**config.mk**
```make
export PLATFORM = sky130hd
export DESIGN_NAME = asc_hex_word_assembler
export DESIGN_NICKNAME = d
export VERILOG_FILES = /design/src/rtl/asc_hex_word_assembler.sv
export SDC_FILE = /design/constraint.sdc
export NUM_CORES = 1
export LEC_CHECK = 0
export ABC_CLOCK_PERIOD_IN_PS = 4720
export BUFFER_PORTS_ARGS = -buffer_cell sky130_fd_sc_hd__buf_2
export CORE_ASPECT_RATIO = 1.2
export CORE_UTILIZATION = 61
export DETAILED_ROUTE_END_ITERATION = 6
export PLACE_DENSITY = 0.84
export REMOVE_ABC_BUFFERS = 1
export SETUP_SLACK_MARGIN = 0.3
export SYNTH_ARGS = -nofsm -noshare
export SYNTH_HDL_FRONTEND = slang
export SYNTH_SLANG_ARGS = --single-unit
export TNS_END_PERCENT = 50
```
**constraint.sdc**
```tcl
create_clock -name clk -period 4.72 [get_ports clk]
set_clock_uncertainty 0.1 [all_clocks]
set_input_delay 0.708 -clock clk [delete_from_list [all_inputs] [get_ports clk]]
set_output_delay 0.708 -clock clk [all_outputs]
set_load 0.05 [all_outputs]
```
**src/rtl/asc_hex_word_assembler.sv**
```systemverilog
// ASCII hex text to binary word assembler: classifies each accepted byte,
// packs hex digits MSB-first and hands finished words out on a valid/ready port.

module asc_hex_to_nybble #(
  parameter int METHOD = 0
) (
  input  logic [7:0] ascii,
  output logic [3:0] nybble,
  output logic       is_hex
);

  assign is_hex = ((ascii >= 8'h30) && (ascii <= 8'h39)) ||
                  ((ascii >= 8'h41) && (ascii <= 8'h46)) ||
                  ((ascii >= 8'h61) && (ascii <= 8'h66));

  generate
    if (METHOD == 1) begin : g_arith
      // Letters have bit 6 set and low nybble 1..6, so adding 9 yields A..F.
      assign nybble = ascii[3:0] + (ascii[6] ? 4'd9 : 4'd0);
    end else begin : g_table
      always_comb begin
        nybble = 4'h0;
        case (ascii)
          8'h30: nybble = 4'h0;
          8'h31: nybble = 4'h1;
          8'h32: nybble = 4'h2;
          8'h33: nybble = 4'h3;
          8'h34: nybble = 4'h4;
          8'h35: nybble = 4'h5;
          8'h36: nybble = 4'h6;
          8'h37: nybble = 4'h7;
          8'h38: nybble = 4'h8;
          8'h39: nybble = 4'h9;
          8'h41, 8'h61: nybble = 4'hA;
          8'h42, 8'h62: nybble = 4'hB;
          8'h43, 8'h63: nybble = 4'hC;
          8'h44, 8'h64: nybble = 4'hD;
          8'h45, 8'h65: nybble = 4'hE;
          8'h46, 8'h66: nybble = 4'hF;
          default:      nybble = 4'h0;
        endcase
      end
    end
  endgenerate

endmodule

module asc_hex_word_assembler #(
  parameter int DIGITS = 8
) (
  input  logic                  clk,
  input  logic                  rst,
  input  logic [7:0]            in_byte,
  input  logic                  in_valid,
  output logic                  in_ready,
  output logic [4*DIGITS-1:0]   out_word,
  output logic [3:0]            out_len,
  output logic                  out_valid,
  input  logic                  out_ready,
  output logic                  out_err
);

  localparam int W = 4 * DIGITS;

  typedef enum logic [1:0] {IDLE, ACCUM, EMIT, SKIP} state_t;

  state_t         state_reg;
  logic [W-1:0]   acc_reg;
  logic [3:0]     cnt_reg;
  logic [W-1:0]   out_word_reg;
  logic [3:0]     out_len_reg;
  logic           out_valid_reg;
  logic           out_err_reg;

  logic [3:0]     nybble;
  logic           is_hex;
  logic           is_delim;
  logic           accept;
  logic [W-1:0]   acc_next;
  logic [3:0]     cnt_next;
  logic           full;

  asc_hex_to_nybble #(.METHOD(1)) u_nybble (
    .ascii  (in_byte),
    .nybble (nybble),
    .is_hex (is_hex)
  );

  assign is_delim = (in_byte == 8'h20) || (in_byte == 8'h2C) ||
                    (in_byte == 8'h0D) || (in_byte == 8'h0A);

  assign in_ready = (state_reg != EMIT) && !rst;
  assign accept   = in_valid && in_ready;

  generate
    if (DIGITS == 1) begin : g_single
      assign acc_next = W'(nybble);
    end else begin : g_multi
      assign acc_next = {acc_reg[W-5:0], nybble};
    end
  endgenerate

  assign cnt_next = cnt_reg + 4'd1;
  assign full     = (cnt_next == 4'(DIGITS));

  // acc_reg and cnt_reg are always zero in IDLE, so the first digit can use
  // the same shift-and-count path as later digits.
  always_ff @(posedge clk) begin
    if (rst) begin
      state_reg     <= IDLE;
      acc_reg       <= '0;
      cnt_reg       <= '0;
      out_word_reg  <= '0;
      out_len_reg   <= '0;
      out_valid_reg <= 1'b0;
      out_err_reg   <= 1'b0;
    end else begin
      out_err_reg <= 1'b0;
      case (state_reg)
        IDLE, ACCUM: begin
          if (accept) begin
            if (is_hex) begin
              acc_reg <= acc_next;
              cnt_reg <= cnt_next;
              if (full) begin
                state_reg     <= EMIT;
                out_valid_reg <= 1'b1;
                out_word_reg  <= acc_next;
                out_len_reg   <= cnt_next;
              end else begin
                state_reg <= ACCUM;
              end
            end else if (is_delim) begin
              if (state_reg == ACCUM) begin
                state_reg     <= EMIT;
                out_valid_reg <= 1'b1;
                out_word_reg  <= acc_reg;
                out_len_reg   <= cnt_reg;
              end
            end else begin
              acc_reg     <= '0;
              cnt_reg     <= '0;
              out_err_reg <= 1'b1;
              state_reg   <= SKIP;
            end
          end
        end
        EMIT: begin
          if (out_ready) begin
            out_valid_reg <= 1'b0;
            out_word_reg  <= '0;
            out_len_reg   <= '0;
            acc_reg       <= '0;
            cnt_reg       <= '0;
            state_reg     <= IDLE;
          end
        end
        SKIP: begin
          // Only a delimiter ends the bad token; out_err stays quiet meanwhile.
          if (accept && is_delim) begin
            state_reg <= IDLE;
          end
        end
        default: state_reg <= IDLE;
      endcase
    end
  end

  assign out_word  = out_word_reg;
  assign out_len   = out_len_reg;
  assign out_valid = out_valid_reg;
  assign out_err   = out_err_reg;

endmodule

```
# Word-level counts from Yosys, hierarchy flattened
# Index checks and enable logic that the tools add are counted.
[word_totals]
reg_bits = 76
out_inout_bits = 39
elab_cells = 92
in_bits = 12
[op_classes]
addsub = 2
muxes = 39
eq_ne = 17
n_bitwise = 2
magnitude_cmp = 6
reduce_logical = 19
[op_table]
columns = ["cell", "count"]
rows = [
  ["32-bit 2-to-1 mux", 9],
  ["32-bit case mux with 2 select lines", 2],
  ["4-bit 2-to-1 mux", 10],
  ["8-bit by 4-bit == test with 1-bit output (second input constant)", 2],
  ["8-bit by 6-bit == test with 1-bit output (second input constant)", 2],
  ["8-bit by 7-bit >= comparator with 1-bit output (second input constant)", 2],
  ["8-bit by 7-bit less-or-equal comparator with 1-bit output (second input constant)", 2],
  ["4-bit case mux with 2 select lines", 2],
  ["2-bit 2-to-1 mux", 7],
  ["3-bit inequality test (second input constant)", 4],
  ["8-bit by 6-bit >= comparator with 1-bit output (second input constant)", 1],
  ["8-bit by 6-bit less-or-equal comparator with 1-bit output (second input constant)", 1],
  ["2-bit inequality test (second input constant)", 4],
  ["4-bit AND reduction", 2],
  ["1-bit 2-to-1 mux", 7],
  ["1-bit logical AND", 6],
  ["2-bit case mux with 3 select lines", 1],
  ["6-bit AND reduction", 1],
  ["1-bit logical OR", 5],
  ["4-bit by 1-bit adder with 4-bit output (second input constant)", 1],
  ["4-bit adder", 1],
  ["2-bit == test (second input constant)", 2],
  ["4-bit == test (second input constant)", 1],
  ["4-bit inequality test (second input constant)", 1],
  ["8 further kinds", 9],
]

# Logic depth before layout (Yosys ltp)
[depth]
ltp_word = 8
mapped_depth = 8
mapped_depth_nobuf = 7

# Cells and area by module
# From an unflattened synthesis, not the netlist that was laid out.
[unflattened]
hier_cells = 402
area_unflattened_um2 = 3658.5
[by_module_without_submodules]
columns = ["mod", "cells_each", "seq_area_each_um2", "n_inst", "area_each_um2"]
rows = [
  ["asc_hex_word_assembler", 388, 1521.5, 1, 3544.6],
  ["asc_hex_to_nybble", 14, 0.0, 1, 113.9],
]

# Worst setup path after synthesis
# Ideal clock, no wire load.
[synth_path]
path_type = "input -> register"
from = "input rst"
to = "register acc_reg[0]"
setup_time_ns = 0.070
arrival_ns = 2.510
t_required_ns = 4.550
path_buffers = 1
cell_stages = 5
path_slack_ns = 2.041
path_cell_list = "a21oi_1 -> a21boi_2 -> clkbuf_1 -> nand2_1 -> a21oi_1"
[synth_between]
elab_chain_len = 5
[synth_rtl]
columns = ["item", "line_no", "source"]
rows = [
  ["from (decl)", "52", "input logic rst,"],
  ["1-bit logical NOT", "92", "assign in_ready = (state_reg != EMIT) && !rst;"],
  ["1-bit logical AND", "92", ""],
  ["1-bit logical AND", "93", "assign accept = in_valid && in_ready;"],
  ["2-bit inequality test (no line)", "-", ""],
  ["4-bit AND reduction (no line)", "-", ""],
  ["to (signal assigned)", "123", "acc_reg <= acc_next;"],
  ["to (decl)", "68", "logic [W-1:0] acc_reg;"],
]
# Parallel ways exist; a longest one is shown, timed or not.
# A chain may end at the register's enable or synchronous reset.

# Worst setup path after layout
[layout_path]
from = "input in_byte[2]"
to = "register out_word_reg[28] (netlist: out_word[28])"
[layout_between]
elab_chain_len = 7
elab_cells_between_ends = 25
cone_classes = "6 x order compare; 7 x eq/ne; 3 x mux; 9 x reduce/logical"
[layout_rtl]
columns = ["item", "line_no", "source"]
rows = [
  ["from (decl)", "53", "input logic [7:0] in_byte,"],
  ["8-bit by 6-bit >= comparator with 1-bit output (tied with other cells)", "12", "assign is_hex = ((ascii >= 8'h30) && (ascii <= 8'h39)) ||"],
  ["1-bit logical AND (on tied branches)", "12, 13", ""],
  ["1-bit logical OR", "12", ""],
  ["1-bit logical OR", "13", "((ascii >= 8'h41) && (ascii <= 8'h46)) ||"],
  ["32-bit 2-to-1 mux", "122", "if (is_hex) begin"],
  ["32-bit 2-to-1 mux", "121", "if (accept) begin"],
  ["32-bit case mux with 2 select lines", "119", "case (state_reg)"],
  ["to (signal assigned)", "128", "out_word_reg <= acc_next;"],
  ["to (signal assigned)", "137", "out_word_reg <= acc_reg;"],
  ["to (decl)", "70", "logic [W-1:0] out_word_reg;"],
]
# Parallel ways exist; a longest one is shown, timed or not. The select of a mux whose other input is x is not followed.

==> impl_metrics.env <==
export IMPL_status="finished clean"
export IMPL_grtUsageTotal_pct=24.6
export IMPL_die_w_um=70.9
export IMPL_seq_area_frac_synth_pct=43.8
export IMPL_clk_path_buf_depth=2
export IMPL_postCtsSetupBuffers=0
export IMPL_place_area_um2=3690
export IMPL_comb_power_share_pct=13.4
export IMPL_r2r_slack_ps=2450
export IMPL_hold_ws_ps=345
export IMPL_core_rowCount=29
export IMPL_synth_cell_type_count=46
export IMPL_p_sw_uw=384
export IMPL_root_buffer="clkbuf_8"
export IMPL_gp_congestion=0.787
export IMPL_grt_pass1_vias=2579
export IMPL_min_to="out_valid$_SDFFE_PP0P_"
export IMPL_setup_viol=0
export IMPL_hold_class="reg -> reg"
export IMPL_max_slew_margin_pct=25.4
export IMPL_synth_cells=378
export IMPL_criticalPathCategory="in -> reg"
export IMPL_start_kind="input pin"
export IMPL_worstHoldStart="out_valid$_SDFFE_PP0P_"
export IMPL_antenna_found_initial=0
export IMPL_clkTransAtPathRegs_ps=80
export IMPL_final_period_utilization_pct=57.5
export IMPL_internal_power_uw=937
export IMPL_worst_ir_drop_vdd_uv=204
export IMPL_firstDrtPassIters=6
export IMPL_fin_util_pct=71.9
export IMPL_synthMuxAreaShare_pct=19.9
export IMPL_place_ws_ps=1660
export IMPL_crit_required_ps=4880
export IMPL_setup_ws_ps=2010
export IMPL_synth_flop_cell="dfxtp_1"
export IMPL_power_frac_seq_pct=54.3
export IMPL_overflow=0
export IMPL_grt_pass1_wl_um=11500
export IMPL_power_density_nw_per_um2=342
export IMPL_drc=0
export IMPL_wl_per_cell_um=14.4
export IMPL_insertion_delay_ps=350
export IMPL_wirelength_um=7050
export IMPL_final_cell_count_no_fill=488
export IMPL_yosys_warnings=0
export IMPL_synth_xor_area_share_pct=1.51
export IMPL_htreeDepth=3
export IMPL_numCtsBuffers=9
export IMPL_drtIter0Drc=194
export IMPL_rr_startpoint="cnt_reg[0]$_SDFFE_PP0P_"
export IMPL_vias=2745
export IMPL_critical_path_arrival_ps=2880
export IMPL_diodes=0
export IMPL_total_power_mw=1.32
export IMPL_synth_top_family_by_area="multiplexers"
export IMPL_rr_endpoint="out_word[28]$_SDFFE_PP0P_"
export IMPL_syn_avg_cell_area_um2=9.18
export IMPL_clkSinkCount=76
export IMPL_syn_to_final_growth_pct=11.2
export IMPL_die_area_um2=6000
export IMPL_postLayoutCellArea_um2=3860
export IMPL_hold_depth=2
export IMPL_crit_path_end_kind="flop"
export IMPL_rsz0062_at_grt="false"
export IMPL_avgViaCountPerCell=5.63
export IMPL_synth_simple_area_share_pct=18.2
export IMPL_r2r_cells=6
export IMPL_synth_edf_count=0
export IMPL_fin_nets=437
export IMPL_p_leak_nw=1.90
export IMPL_dpl_hpwl_um=4430
export IMPL_syn_area_um2=3470
export IMPL_fmax_mhz=369
export IMPL_cts_tree="built"
export IMPL_dp_cells=472
export IMPL_drive_above_1_share_pct=20.2
export IMPL_power_frac_clock_pct=32.2
export IMPL_async_flop_share_pct=0
export IMPL_io_pins=51
export IMPL_cts_resized=0
export IMPL_synth_adder_area_share_pct=1.44
export IMPL_maxCapViolCount=0
export IMPL_tightest_slew_ps=1120
export IMPL_tns_ps=0
export IMPL_ys_ff_latch=76
export IMPL_post_route_min_period_ps=2710
export IMPL_final_hold_violation_count=0
export IMPL_grt_max_degree=40
export IMPL_ant_nets=0
export IMPL_die_height_um=84.6
export IMPL_design_core_area_um2=5370
export IMPL_io_buffers=50
export IMPL_swShare_pct=29.1
export IMPL_crit_path_max_fanout=37
export IMPL_cts_hold_buf=0
export IMPL_start_util_pct=64.6
export IMPL_synth_compound_area_share_pct=10.5
export IMPL_drv_slew=0
[worst max-delay path by stage]
stage,from,to,cells past startpoint
6_report,in_byte[2],out_word[28]$_SDFFE_PP0P_,6
5_1_grt,in_byte[2],out_word[28]$_SDFFE_PP0P_,6
4_1_cts,in_byte[2],out_word[28]$_SDFFE_PP0P_,6
3_5_place_dp,in_byte[2],out_word[28]$_SDFFE_PP0P_,6
3_3_place_gp,in_byte[2],out_word[28]$_SDFFE_PP0P_,6
2_1_floorplan,rst,cnt_reg[2]$_SDFFE_PP0P_,4
[worst max-delay path, cell delays in order]
cell and delay (ps):
buf_2 140, or3_1 400, and3_4 210, o21ai_1 180, o22a_2 920, mux2i_1 300
[cell type report]
| class | count | area [um2] |
|---|---|---|
| Fill cell | 422 | 1510 |
| Sequential cell | 76 | 1520 |
| Tap cell | 62 | 77.6 |
| Timing Repair Buffer | 53 | 273 |
| Clock buffer | 10 | 128 |
| Inverter | 6 | 22.5 |
| Multi-Input combinational cell | 275 | 1800 |
| Clock inverter | 6 | 38.8 |
[kinds of logic after synthesis]
logic type      after synthesis
mux                          69
simple gates                140
compound gates               56
fa+ha+maj                     4
flops                        76
buf+inv                      27
xor+xnor                      6
[routing by layer]
metal	GRT usage (%)	vias to the layer above	part of all wire, %
li1	-	1377	-
met1	28.3	1293	41
met2	42.6	60	52
met3	3.36	15	3.8
met4	15.6	0	2.5
met5	0	-	0
[synthesized netlist by cell type, types with 2 or more instances]
library cell | instances | share of area (%)
a21oi_1 | 37 | 5.3
a22o_1 | 2 | 0.50
a22oi_1 | 2 | 0.43
a32o_1 | 2 | 0.58
buf_2 | 5 | 0.72
buf_6 | 2 | 0.65
buf_8 | 3 | 1.3
clkbuf_1 | 10 | 1.1
dfxtp_1 | 76 | 44
ha_1 | 4 | 1.4
inv_1 | 5 | 0.54
mux2i_1 | 69 | 20
nand2_1 | 77 | 8.3
nand3_1 | 5 | 0.72
nand3b_1 | 2 | 0.43
nor2_1 | 40 | 4.3
o21ai_0 | 2 | 0.29
o221ai_1 | 2 | 0.50
or3_1 | 2 | 0.36
xnor2_1 | 4 | 1.0
xor2_1 | 2 | 0.50
[placed cells by master, fill, tap and decap left out, drive strengths merged, types with 3 or more instances in the layout]
| cell | Yosys | routed |
|---|---|---|
| ha | 4 | 4 |
| clkbuf | 10 | 10 |
| xnor2 | 4 | 4 |
| buf | 11 | 53 |
| nand2 | 78 | 78 |
| inv | 6 | 7 |
| clkinv | 0 | 3 |
| nand3 | 5 | 5 |
| dfxtp | 76 | 76 |
| nor2 | 42 | 42 |
| mux2i | 69 | 69 |
| a21oi | 37 | 37 |
| o21ai | 3 | 3 |
[power by group through the flow]
| stage | sequential [mW] | clock (mW) | combinational (mW) |
|---|---|---|---|
| final | 0.718 | 0.426 | 0.178 |
| after global routing | 0.725 | 0.461 | 0.196 |
| after CTS | 0.718 | 0.431 | 0.177 |
| after detailed placement | 0.732 | 0 | 0.174 |
| after global placement | 0.729 | 0 | 0.169 |
| after floorplan | 0.725 | 0 | 0.128 |
(Power assumes the default switching activity.)
